==> src/rtl/sc2110_roi_crop_module_pkg.sv <==
// Shared definitions for the sc2110 ROI crop block: default widths and FSM encoding.
package sc2110_roi_crop_module_pkg;

  localparam int unsigned DW_DEF = 12;
  localparam int unsigned CW_DEF = 12;

  typedef enum logic [1:0] {
    S_SYNC  = 2'd0,
    S_IDLE  = 2'd1,
    S_FRAME = 2'd2
  } state_t;

endpackage

==> src/rtl/sc2110_edge_det_module.sv <==
// Single-bit edge detector: combinational rise/fall strobes against the previous-cycle level.
module sc2110_edge_det_module (
  input  logic clk,
  input  logic rst,
  input  logic d,
  output logic rise_c,
  output logic fall_c
);

  logic prev;

  // Remember last cycle's level; cleared so a level high at reset exit reads as a rise.
  always_ff @(posedge clk or posedge rst) begin
    if (rst) prev <= 1'b0;
    else     prev <= d;
  end

  assign rise_c = d & ~prev;
  assign fall_c = ~d & prev;

endmodule

==> src/rtl/sc2110_roi_crop_module.sv <==
// Crops a region of interest out of a CMOS fvld/lvld/dvld pixel stream and measures frame size.
module sc2110_roi_crop_module
  import sc2110_roi_crop_module_pkg::*;
#(
  parameter int unsigned DW = DW_DEF,
  parameter int unsigned CW = CW_DEF
) (
  input  logic          i_clk,
  input  logic          i_rst,
  input  logic          i_cmos_fvld,
  input  logic          i_cmos_lvld,
  input  logic          i_cmos_dvld,
  input  logic [DW-1:0] i_cmos_data,
  input  logic [CW-1:0] i_roi_x,
  input  logic [CW-1:0] i_roi_y,
  input  logic [CW-1:0] i_roi_w,
  input  logic [CW-1:0] i_roi_h,
  output logic          o_cmos_fvld,
  output logic          o_cmos_lvld,
  output logic          o_cmos_dvld,
  output logic [DW-1:0] o_cmos_data,
  output logic [CW-1:0] o_meas_w,
  output logic [CW-1:0] o_meas_h,
  output logic          o_meas_vld,
  output logic          o_err_short
);

  localparam logic [CW-1:0] CNT_MAX = {CW{1'b1}};

  state_t        state, state_nxt;
  logic          fv_rise, fv_fall, lv_rise, lv_fall;
  logic          dv_rise_unused, dv_fall_unused;
  logic [CW-1:0] x_cnt, y_cnt, line_w;
  logic [CW-1:0] roi_x, roi_y, roi_w, roi_h;

  logic          frame_start_c, frame_act_c, line_end_c, meas_take_c;
  logic          pix_c, in_x_c, in_y_c, keep_c, err_c;
  logic [CW-1:0] rx_c, ry_c, rw_c, rh_c, x_c, y_c, x_inc_c, y_inc_c;
  logic [CW-1:0] meas_w_c, meas_h_c;
  logic [CW:0]   x_hi_c, y_hi_c, need_w_c, need_h_c;

  // Edge strobes for the three sync inputs; dvld edges are not needed by the crop itself.
  sc2110_edge_det_module u_fv_edge (
    .clk(i_clk), .rst(i_rst), .d(i_cmos_fvld), .rise_c(fv_rise), .fall_c(fv_fall)
  );
  sc2110_edge_det_module u_lv_edge (
    .clk(i_clk), .rst(i_rst), .d(i_cmos_lvld), .rise_c(lv_rise), .fall_c(lv_fall)
  );
  sc2110_edge_det_module u_dv_edge (
    .clk(i_clk), .rst(i_rst), .d(i_cmos_dvld), .rise_c(dv_rise_unused), .fall_c(dv_fall_unused)
  );

  // State register.
  always_ff @(posedge i_clk or posedge i_rst) begin
    if (i_rst) state <= S_SYNC;
    else       state <= state_nxt;
  end

  // Next-state: resync on a quiet fvld, then follow frame boundaries.
  always_comb begin
    state_nxt = state;
    case (state)
      S_SYNC:  if (!i_cmos_fvld) state_nxt = S_IDLE;
      S_IDLE:  if (fv_rise)      state_nxt = S_FRAME;
      S_FRAME: if (fv_fall)      state_nxt = S_IDLE;
      default:                   state_nxt = S_SYNC;
    endcase
  end

  // Window decision; on the frame/line start cycle the freshly cleared counters and new ROI apply.
  always_comb begin
    frame_start_c = (state == S_IDLE) & fv_rise;
    frame_act_c   = (state == S_FRAME) | frame_start_c;
    line_end_c    = (state == S_FRAME) & lv_fall;
    meas_take_c   = (state == S_FRAME) & fv_fall;
    rx_c          = frame_start_c ? i_roi_x : roi_x;
    ry_c          = frame_start_c ? i_roi_y : roi_y;
    rw_c          = frame_start_c ? i_roi_w : roi_w;
    rh_c          = frame_start_c ? i_roi_h : roi_h;
    x_c           = lv_rise ? '0 : x_cnt;
    y_c           = frame_start_c ? '0 : y_cnt;
    x_inc_c       = (x_c == CNT_MAX) ? CNT_MAX : x_c + CW'(1);
    y_inc_c       = (y_cnt == CNT_MAX) ? CNT_MAX : y_cnt + CW'(1);
    x_hi_c        = {1'b0, rx_c} + {1'b0, rw_c};
    y_hi_c        = {1'b0, ry_c} + {1'b0, rh_c};
    in_x_c        = ({1'b0, x_c} >= {1'b0, rx_c}) && ({1'b0, x_c} < x_hi_c);
    in_y_c        = ({1'b0, y_c} >= {1'b0, ry_c}) && ({1'b0, y_c} < y_hi_c);
    pix_c         = i_cmos_fvld & i_cmos_lvld & i_cmos_dvld;
    keep_c        = frame_act_c & pix_c & in_x_c & in_y_c;
    meas_w_c      = line_end_c ? x_cnt : line_w;
    meas_h_c      = line_end_c ? y_inc_c : y_cnt;
    need_w_c      = {1'b0, roi_x} + {1'b0, roi_w};
    need_h_c      = {1'b0, roi_y} + {1'b0, roi_h};
    err_c         = ({1'b0, meas_w_c} < need_w_c) | ({1'b0, meas_h_c} < need_h_c);
  end

  // Pixel/line counters, last line width and per-frame ROI latch.
  always_ff @(posedge i_clk or posedge i_rst) begin
    if (i_rst) begin
      x_cnt  <= '0;
      y_cnt  <= '0;
      line_w <= '0;
      roi_x  <= '0;
      roi_y  <= '0;
      roi_w  <= '0;
      roi_h  <= '0;
    end else begin
      if (pix_c)        x_cnt <= x_inc_c;
      else if (lv_rise) x_cnt <= '0;
      if (frame_start_c) begin
        y_cnt  <= '0;
        line_w <= '0;
        roi_x  <= i_roi_x;
        roi_y  <= i_roi_y;
        roi_w  <= i_roi_w;
        roi_h  <= i_roi_h;
      end else if (line_end_c) begin
        y_cnt  <= y_inc_c;
        line_w <= x_cnt;
      end
    end
  end

  // Registered cropped stream and end-of-frame measurement.
  always_ff @(posedge i_clk or posedge i_rst) begin
    if (i_rst) begin
      o_cmos_fvld <= 1'b0;
      o_cmos_lvld <= 1'b0;
      o_cmos_dvld <= 1'b0;
      o_cmos_data <= '0;
      o_meas_w    <= '0;
      o_meas_h    <= '0;
      o_meas_vld  <= 1'b0;
      o_err_short <= 1'b0;
    end else begin
      o_cmos_fvld <= frame_act_c & i_cmos_fvld;
      o_cmos_lvld <= frame_act_c & i_cmos_lvld & in_y_c & (rw_c != '0);
      o_cmos_dvld <= keep_c;
      if (keep_c) o_cmos_data <= i_cmos_data;
      o_meas_vld  <= meas_take_c;
      o_err_short <= meas_take_c & err_c;
      if (meas_take_c) begin
        o_meas_w <= meas_w_c;
        o_meas_h <= meas_h_c;
      end
    end
  end

endmodule

==> config.mk <==
export PLATFORM = sky130hd
export DESIGN_NAME = sc2110_roi_crop_module
export DESIGN_NICKNAME = d
export VERILOG_FILES = /design/src/rtl/sc2110_roi_crop_module_pkg.sv /design/src/rtl/sc2110_edge_det_module.sv /design/src/rtl/sc2110_roi_crop_module.sv
export SDC_FILE = /design/constraint.sdc
export NUM_CORES = 1
export LEC_CHECK = 0
export ABC_AREA = 1
export CAP_MARGIN = 20
export CORE_UTILIZATION = 58
export DETAILED_ROUTE_END_ITERATION = 10
export PLACE_DENSITY = 0.83
export SYNTH_ARGS = -nofsm -noshare
export SYNTH_HDL_FRONTEND = slang
export SYNTH_SLANG_ARGS = --single-unit
==> constraint.sdc <==
create_clock -name i_clk -period 6.05 [get_ports i_clk]
set_input_delay 1.21 -clock i_clk [delete_from_list [all_inputs] [get_ports i_clk]]
set_output_delay 1.21 -clock i_clk [all_outputs]
set_load 0.05 [all_outputs]
==> flow_summary.ini, run 1 <==
[timing]
rsz0062_at_grt = false
post-route-period-util_pct = 92.3
max_freq_mhz = 179
timing_max_transition_violations_final = 0
clock-skew-final_ns = 0.00769
hold_ws_ns = 0.476
setup_viol = 0
tightest_slew_ns = 0.892
hold_viol = 0
slew_headroom_pct = 40.5
finalCriticalPeriod_ns = 5.58
setup_tns_ns = 0

[synth]
avgSynthCellArea_sq_um = 7.52
synth_mux_area_share_pct = 0
synth_area_leaders = dfrtp_1 35%, ha_1 16%, nand2_1 12%
synth-xor-area-share_pct = 4.16
ys_warn_count = 0
syn_nets = 1415
synthDistinctLibCells = 41
synth_top_family_by_area = simple AND/OR/NAND/NOR gates
synthCells = 1232
synth_adder_area_share_pct = 16.2
syn_area_sq_um = 9270
synth-compound-area-share_pct = 11.5
synth_top_area_share_pct = 34.8
synth.largest_area_cell = dfrtp_1
ys_ff_latch = 129
yosysSeqAreaShare_pct = 34.8
yosys.area_share.simple_pct = 25.0

[worst_setup_path]
r2r-end = o_cmos_data[4]$_DFFE_PP0P_
critPathSlowestCell = clkdlybuf4s50_1
start_kind = input port
cpLargestDelayFamily = simple AND/OR/NAND/NOR gates
r2r_slack_ns = 1.44
reg2reg_depth = 24
slowest_delay_ns = 0.56
rr_startpoint = state[1]$_DFFE_PP0P_
crit_fanout = 13
required_ns = 6.36
crit_arrival_ns = 5.89
worstSetupPathType = in2reg
path_buf_inv = 4
crit_top_cell = nand2_1
endpoint_kind = flip-flop

[clocking]
htree_levels = 4
cts-root-buf = clkbuf_16
ctsHoldBuffers = 0
cts.clk_slew.worst_paths_ns = 0.06
cts_sinks = 129
postCtsSetupBuffers = 0
clk_latency_ns = 0.43
numCtsBuffers = 17
cts_tree = done
cts_resized = 0
cts_max_path_buffers = 2

[grt]
grt_pass1_vias = 8201
grt_max_degree = 73
overflow = 0
track_usage_pct = 30.5
grt_pass1_wl_um = 39000
antenna_found_initial = 0

[route]
post_drt_wl_per_cell_um = 15.2
wl_um = 23800
antenna_left = 0
drc_errors = 0
drt_iter0_drc = 667
viasPerCell = 5.52
drtPass1Iterations = 6
vias = 8623

[job]
drv_cap = 0

[worst_hold_path]
hp-start = o_cmos_data[7]$_DFFE_PP0P_
whs_path_depth = 2
min_path_type = reg2reg
worstHoldEndpoint = o_cmos_data[7]$_DFFE_PP0P_

[cells_and_area]
nNetsFinal = 1522
area_delta_synth_final_pct = 20.4
n_antenna_cell = 0
fin_area_sq_um = 11200
drive_gt1_share_pct = 5.10

[floorplan]
die_area_sq_um = 16500
dieWidth_um = 128
die_y_um = 128
fp.coreArea_sq_um = 15400
boundaryPins = 106
rows = 45
start_util_pct = 60.3

[place]
hpwl_um = 18000
io_buffers = 105
gp_congestion = 0.897
post_dp_cell_area_sq_um = 10500

[power]
p_int_mw = 3.30
ir_drop_mv = 0.283
leakage_nw = 5.96
p_switching_mw = 2.99
combPwrFrac_pct = 61.6
swShare_pct = 47.5
seqPwrFrac_pct = 20.8
clockPowerShare_pct = 17.6
power_density_nw_per_um2 = 564

[status]
status = completed
-- power groups by stage --
stage                     logic (mW)  clock network [mW]  registers [mW]
after floorplan                 2.72                   0            1.43
after global placement          3.61                   0            1.30
after detailed placement        3.73                   0            1.31
after CTS                       3.83                1.12            1.30
after global routing            4.38                1.16            1.33
final                           3.87                1.11            1.31
-- per-stage QoR --
stage / total power, mW / instances / setup slack, ns / utilization, %
after global placement: 4.91 / 1531 / 0.364 / 68.5
after CTS: 6.25 / 1563 / 0.511 / 72.6
after global routing: 6.88 / 1563 / 0.0287 / 72.6
after floorplan: 4.15 / 1232 / 0.497 / -
after detailed placement: 5.05 / 1531 / 0.199 / 68.5
final: 6.29 / 1563 / 0.467 / 72.6
-- logic make-up (layout without fill, tap and decap cells) --
| family | after synthesis | after routing |
|---|---|---|
| XOR/XNOR | 44 | 44 |
| adder cells (fa/ha/maj) | 118 | 118 |
| flip-flops | 129 | 129 |
| AND/OR/NAND/NOR | 547 | 547 |
| AO/OA/AOI/OAI | 197 | 197 |
| buffers and inverters | 197 | 317 |
-- final cells by class --
cell class,instances,area (sq um)
inverter,170,641
fill,1197,4210
clock buffer,18,429
multi-input combinational,906,5270
timing repair buffer,115,1130
clock inverter,14,201
tap,211,264
sequential,129,3230
-- state kept, by name, indices dropped and copies added (netlist names), named ones only --
register,cells
x_cnt,12
o_meas_w,12
o_cmos_lvld,1
o_cmos_dvld,1
o_cmos_data,12
y_cnt,12
o_meas_vld,1
u_fv_edge.prev,1
o_err_short,1
u_lv_edge.prev,1
o_cmos_fvld,1
line_w,12
roi_x,12
roi_h,12
o_meas_h,12
roi_w,12
state,2
roi_y,11
-- worst reg2reg max path, delay by kind of cell (launching register included) --
kind | cells | cell delay, ns
flops | 1 | 0.42
xor+xnor | 1 | 0.17
compound gates | 4 | 0.83
buf+inv | 2 | 0.23
simple gates | 14 | 1.94
fa+ha+maj | 3 | 0.91
-- cell usage in the layout (no fill, tap or decap), types with 6 or more instances in the layout --
cell type / Yosys / layout
nand2_1: 304 / 304
inv_1: 168 / 167
dfrtp_1: 129 / 129
ha_1: 115 / 115
clkdlybuf4s50_1: 0 / 105
nor2_1: 100 / 100
o21ai_0: 88 / 88
a21oi_1: 75 / 75
nand3_1: 61 / 61
nor3_1: 29 / 29
xor2_1: 28 / 28
or2_2: 18 / 18
clkbuf_16: 0 / 17
xnor2_1: 16 / 16
nand4_1: 14 / 14
buf_4: 2 / 10
nor4_1: 8 / 8
a21o_1: 6 / 6
-- how the worst max path moves through the flow --
stage	slack, ns	cells past startpoint	from	endpoint
after floorplan	0.50	29	i_cmos_fvld	o_cmos_data[10]$_DFFE_PP0P_
after global placement	0.36	26	i_cmos_fvld	o_cmos_data[8]$_DFFE_PP0P_
after detailed placement	0.20	26	i_cmos_fvld	o_cmos_data[0]$_DFFE_PP0P_
after CTS	0.51	26	i_cmos_fvld	o_cmos_data[4]$_DFFE_PP0P_
after global routing	0.03	26	i_cmos_fvld	o_cmos_data[4]$_DFFE_PP0P_
final	0.47	26	i_cmos_fvld	o_cmos_data[4]$_DFFE_PP0P_
-- Yosys cell counts (all sizes together) --
master   count
xor2        28
a31oi        2
o2111ai      2
o21ai       91
a41oi        1
o21a         3
nor4         8
xnor2       16
inv        170
nand3       61
clkbuf      16
nor2       104
o31ai        3
a21boi       2
dfrtp      129
fa           3
o211ai       4
nor3        29
a21oi       75
nand2      306
nand3b       4
ha         115
a31o         1
and3         2
o22ai        1
a211oi       4
and2         1
a21o         6
nand4       14
o21bai       2
buf         11
or2         18
-- metal layers --
metal | up-vias | global-route usage [%] | wire length (um)
met5 | - | 0 | 0
met3 | 39 | 5.07 | 1580
met4 | 0 | 9.41 | 443
met1 | 4014 | 43.8 | 11300
li1 | 4249 | - | -
met2 | 321 | 47.5 | 10500
(Power assumes the default switching activity.)
==> run 2, diff against run 1 <==
--- a/config.mk
+++ b/config.mk
@@ -7,9 +7,10 @@
 export LEC_CHECK = 0
 export ABC_AREA = 1
 export CAP_MARGIN = 20
-export CORE_UTILIZATION = 58
+export CORE_UTILIZATION = 59
+export CTS_BUF_LIST = sky130_fd_sc_hd__clkbuf_4
 export DETAILED_ROUTE_END_ITERATION = 10
-export PLACE_DENSITY = 0.83
+export PLACE_DENSITY = 0.84
 export SYNTH_ARGS = -nofsm -noshare
 export SYNTH_HDL_FRONTEND = slang
 export SYNTH_SLANG_ARGS = --single-unit
==> run 2 against run 1 <==
  * Critical path depth is 2 lower
  * Clock skew is 0.0049 ns higher
  * Largest power group unchanged
  * Clock power is 51% lower
==> flow_summary.ini, run 2 (synthesized netlist as in run 1, its figures left out) <==
[power]
clockPowerShare_pct = 9.7
ir_drop_mv = 0.326
power_density_nw_per_um2 = 526
p_int_mw = 2.80
seqPwrFrac_pct = 23.0
p_switching_mw = 2.87
leakage_nw = 5.80
combPwrFrac_pct = 67.4
swShare_pct = 50.6

[cells_and_area]
final_common_cell = nand2_1
drive_gt1_share_pct = 5.25
nNetsFinal = 1523
final_cell_mix = 304 x nand2_1, 167 x inv_1, 129 x dfrtp_1
area_delta_synth_final_pct = 16.4
utilization_pct = 70.7
num-fill-cells = 1249

[worst_setup_path]
endpoint_kind = flip-flop
crit_arrival_ns = 5.83
required_ns = 6.50
rr_startpoint = u_fv_edge.prev$_DFF_PP0_
r2r-end = o_cmos_data[9]$_DFFE_PP0P_
worstSetupPathType = in2reg
reg2reg_depth = 22
r2r_slack_ns = 1.49
crit_fanout = 27
start_kind = input port

[timing]
tightest_slew_ns = 0.786
post-route-period-util_pct = 89.0
clock-skew-final_ns = 0.0126
finalCriticalPeriod_ns = 5.38
hold_viol = 0
setup_tns_ns = 0
slew_headroom_pct = 47.6
max_freq_mhz = 186
timing_max_transition_violations_final = 0
rsz0062_at_grt = false
setup_viol = 0
hold_ws_ns = 0.482

[worst_hold_path]
whs_path_depth = 2
worstHoldEndpoint = o_cmos_data[0]$_DFFE_PP0P_
hp-start = o_cmos_data[0]$_DFFE_PP0P_
min_path_type = reg2reg

[floorplan]
dieWidth_um = 127
die_y_um = 127
boundaryPins = 106
start_util_pct = 60.7
fp.coreArea_sq_um = 15300
rows = 45
die_area_sq_um = 16200

[clocking]
clk_latency_ns = 0.55
cts.clk_slew.worst_paths_ns = 0.11
cts_tree = done
numCtsBuffers = 17
cts_sinks = 129
cts_resized = 0
cts-root-buf = clkbuf_4
ctsHoldBuffers = 0
htree_levels = 4
postCtsSetupBuffers = 0
cts_max_path_buffers = 2

[grt]
antenna_found_initial = 1
grt_pass1_wl_um = 38400
track_usage_pct = 30.2
overflow = 0
grt_pass1_vias = 8275
grt_max_degree = 64

[route]
wl_um = 22900
viasPerCell = 5.43
antenna_left = 0
post_drt_wl_per_cell_um = 14.7
drc_errors = 0
drtPass1Iterations = 6
vias = 8505
drt_iter0_drc = 611

[place]
hpwl_um = 18400
gp_congestion = 0.949
io_buffers = 105

[status]
status = completed

[job]
drv_cap = 0
## run 2: cell count changes in the layout (fill, tap and decap cells not counted)
cell / change
clkbuf_4: +18
clkbuf_16: -17
clkinv_2: +5
bufinv_16: -3
inv_6: -3
buf_4: +1
clkbuf_1: -1
clkinvlp_4: +1
diode_2: +1
## run 2: per-stage QoR
step	setup WS (ns)	total power [mW]	cells	instance area, sq um
final	0.667	5.68	1565	10800
after global routing	0.186	6.27	1565	10800
after CTS	0.747	5.64	1564	10800
after detailed placement	0.166	5.05	1532	10500
after global placement	0.361	4.90	1532	10500
after floorplan	0.497	4.15	1232	9270
## run 2: worst max path at each step
stage,from,depth (start not counted),to,slack (ns)
after floorplan,i_cmos_fvld,29,o_cmos_data[10]$_DFFE_PP0P_,0.50
after global placement,i_cmos_fvld,24,o_cmos_data[8]$_DFFE_PP0P_,0.36
after CTS,i_cmos_fvld,24,o_cmos_data[9]$_DFFE_PP0P_,0.75
after detailed placement,i_cmos_fvld,24,o_cmos_data[9]$_DFFE_PP0P_,0.17
final,i_cmos_fvld,24,o_cmos_data[9]$_DFFE_PP0P_,0.67
after global routing,i_cmos_fvld,24,o_cmos_data[9]$_DFFE_PP0P_,0.19
## run 2: cell type report
class / count / area [sq um] / share of cell area [%]
Multi-Input combinational cell: 906 / 5270 / 48.8
Antenna cell: 1 / 2.50 / 0.0232
Timing Repair Buffer: 116 / 1130 / 10.5
Clock buffer: 18 / 135 / 1.25
Tap cell: 211 / 264 / 2.45
Inverter: 170 / 641 / 5.94
Sequential cell: 129 / 3230 / 29.9
Clock inverter: 14 / 118 / 1.09
## run 2: power by group through the flow
stage | sequential, mW | clock [mW] | combinational (mW)
floorplan | 1.43 | 0 | 2.72
global placement | 1.31 | 0 | 3.59
detailed placement | 1.31 | 0 | 3.74
CTS | 1.30 | 0.557 | 3.79
global route | 1.33 | 0.598 | 4.34
finish | 1.30 | 0.548 | 3.82
## run 2: routing by layer
metal | wire (um) | global-route usage (%) | vias up | part of all wire, %
li1 | - | - | 4248 | -
met1 | 10600 | 42.0 | 3924 | 46
met2 | 10200 | 47.9 | 303 | 44
met3 | 1740 | 6.03 | 30 | 7.6
met4 | 419 | 8.68 | 0 | 1.8
met5 | 0 | 0 | - | 0
## run 2: critical path: stages
cell and delay [ns]:
clkdlybuf4s50_1 0.56, inv_2 0.09, nor2_4 0.19, nand2_2 0.12, buf_4 0.24, o21ai_0 0.31
inv_1 0.10, fa_1 0.44, o31ai_1 0.49, nand4_1 0.20, nand3_1 0.13, o21ai_0 0.11
xor2_1 0.15, ha_1 0.30, nand2_1 0.10, nor2_1 0.06, o21ai_0 0.07, o211ai_1 0.12
nand3_1 0.09, nor2_1 0.08, nor2_4 0.27, nand2_2 0.23, nand2_1 0.12, nand2_1 0.05
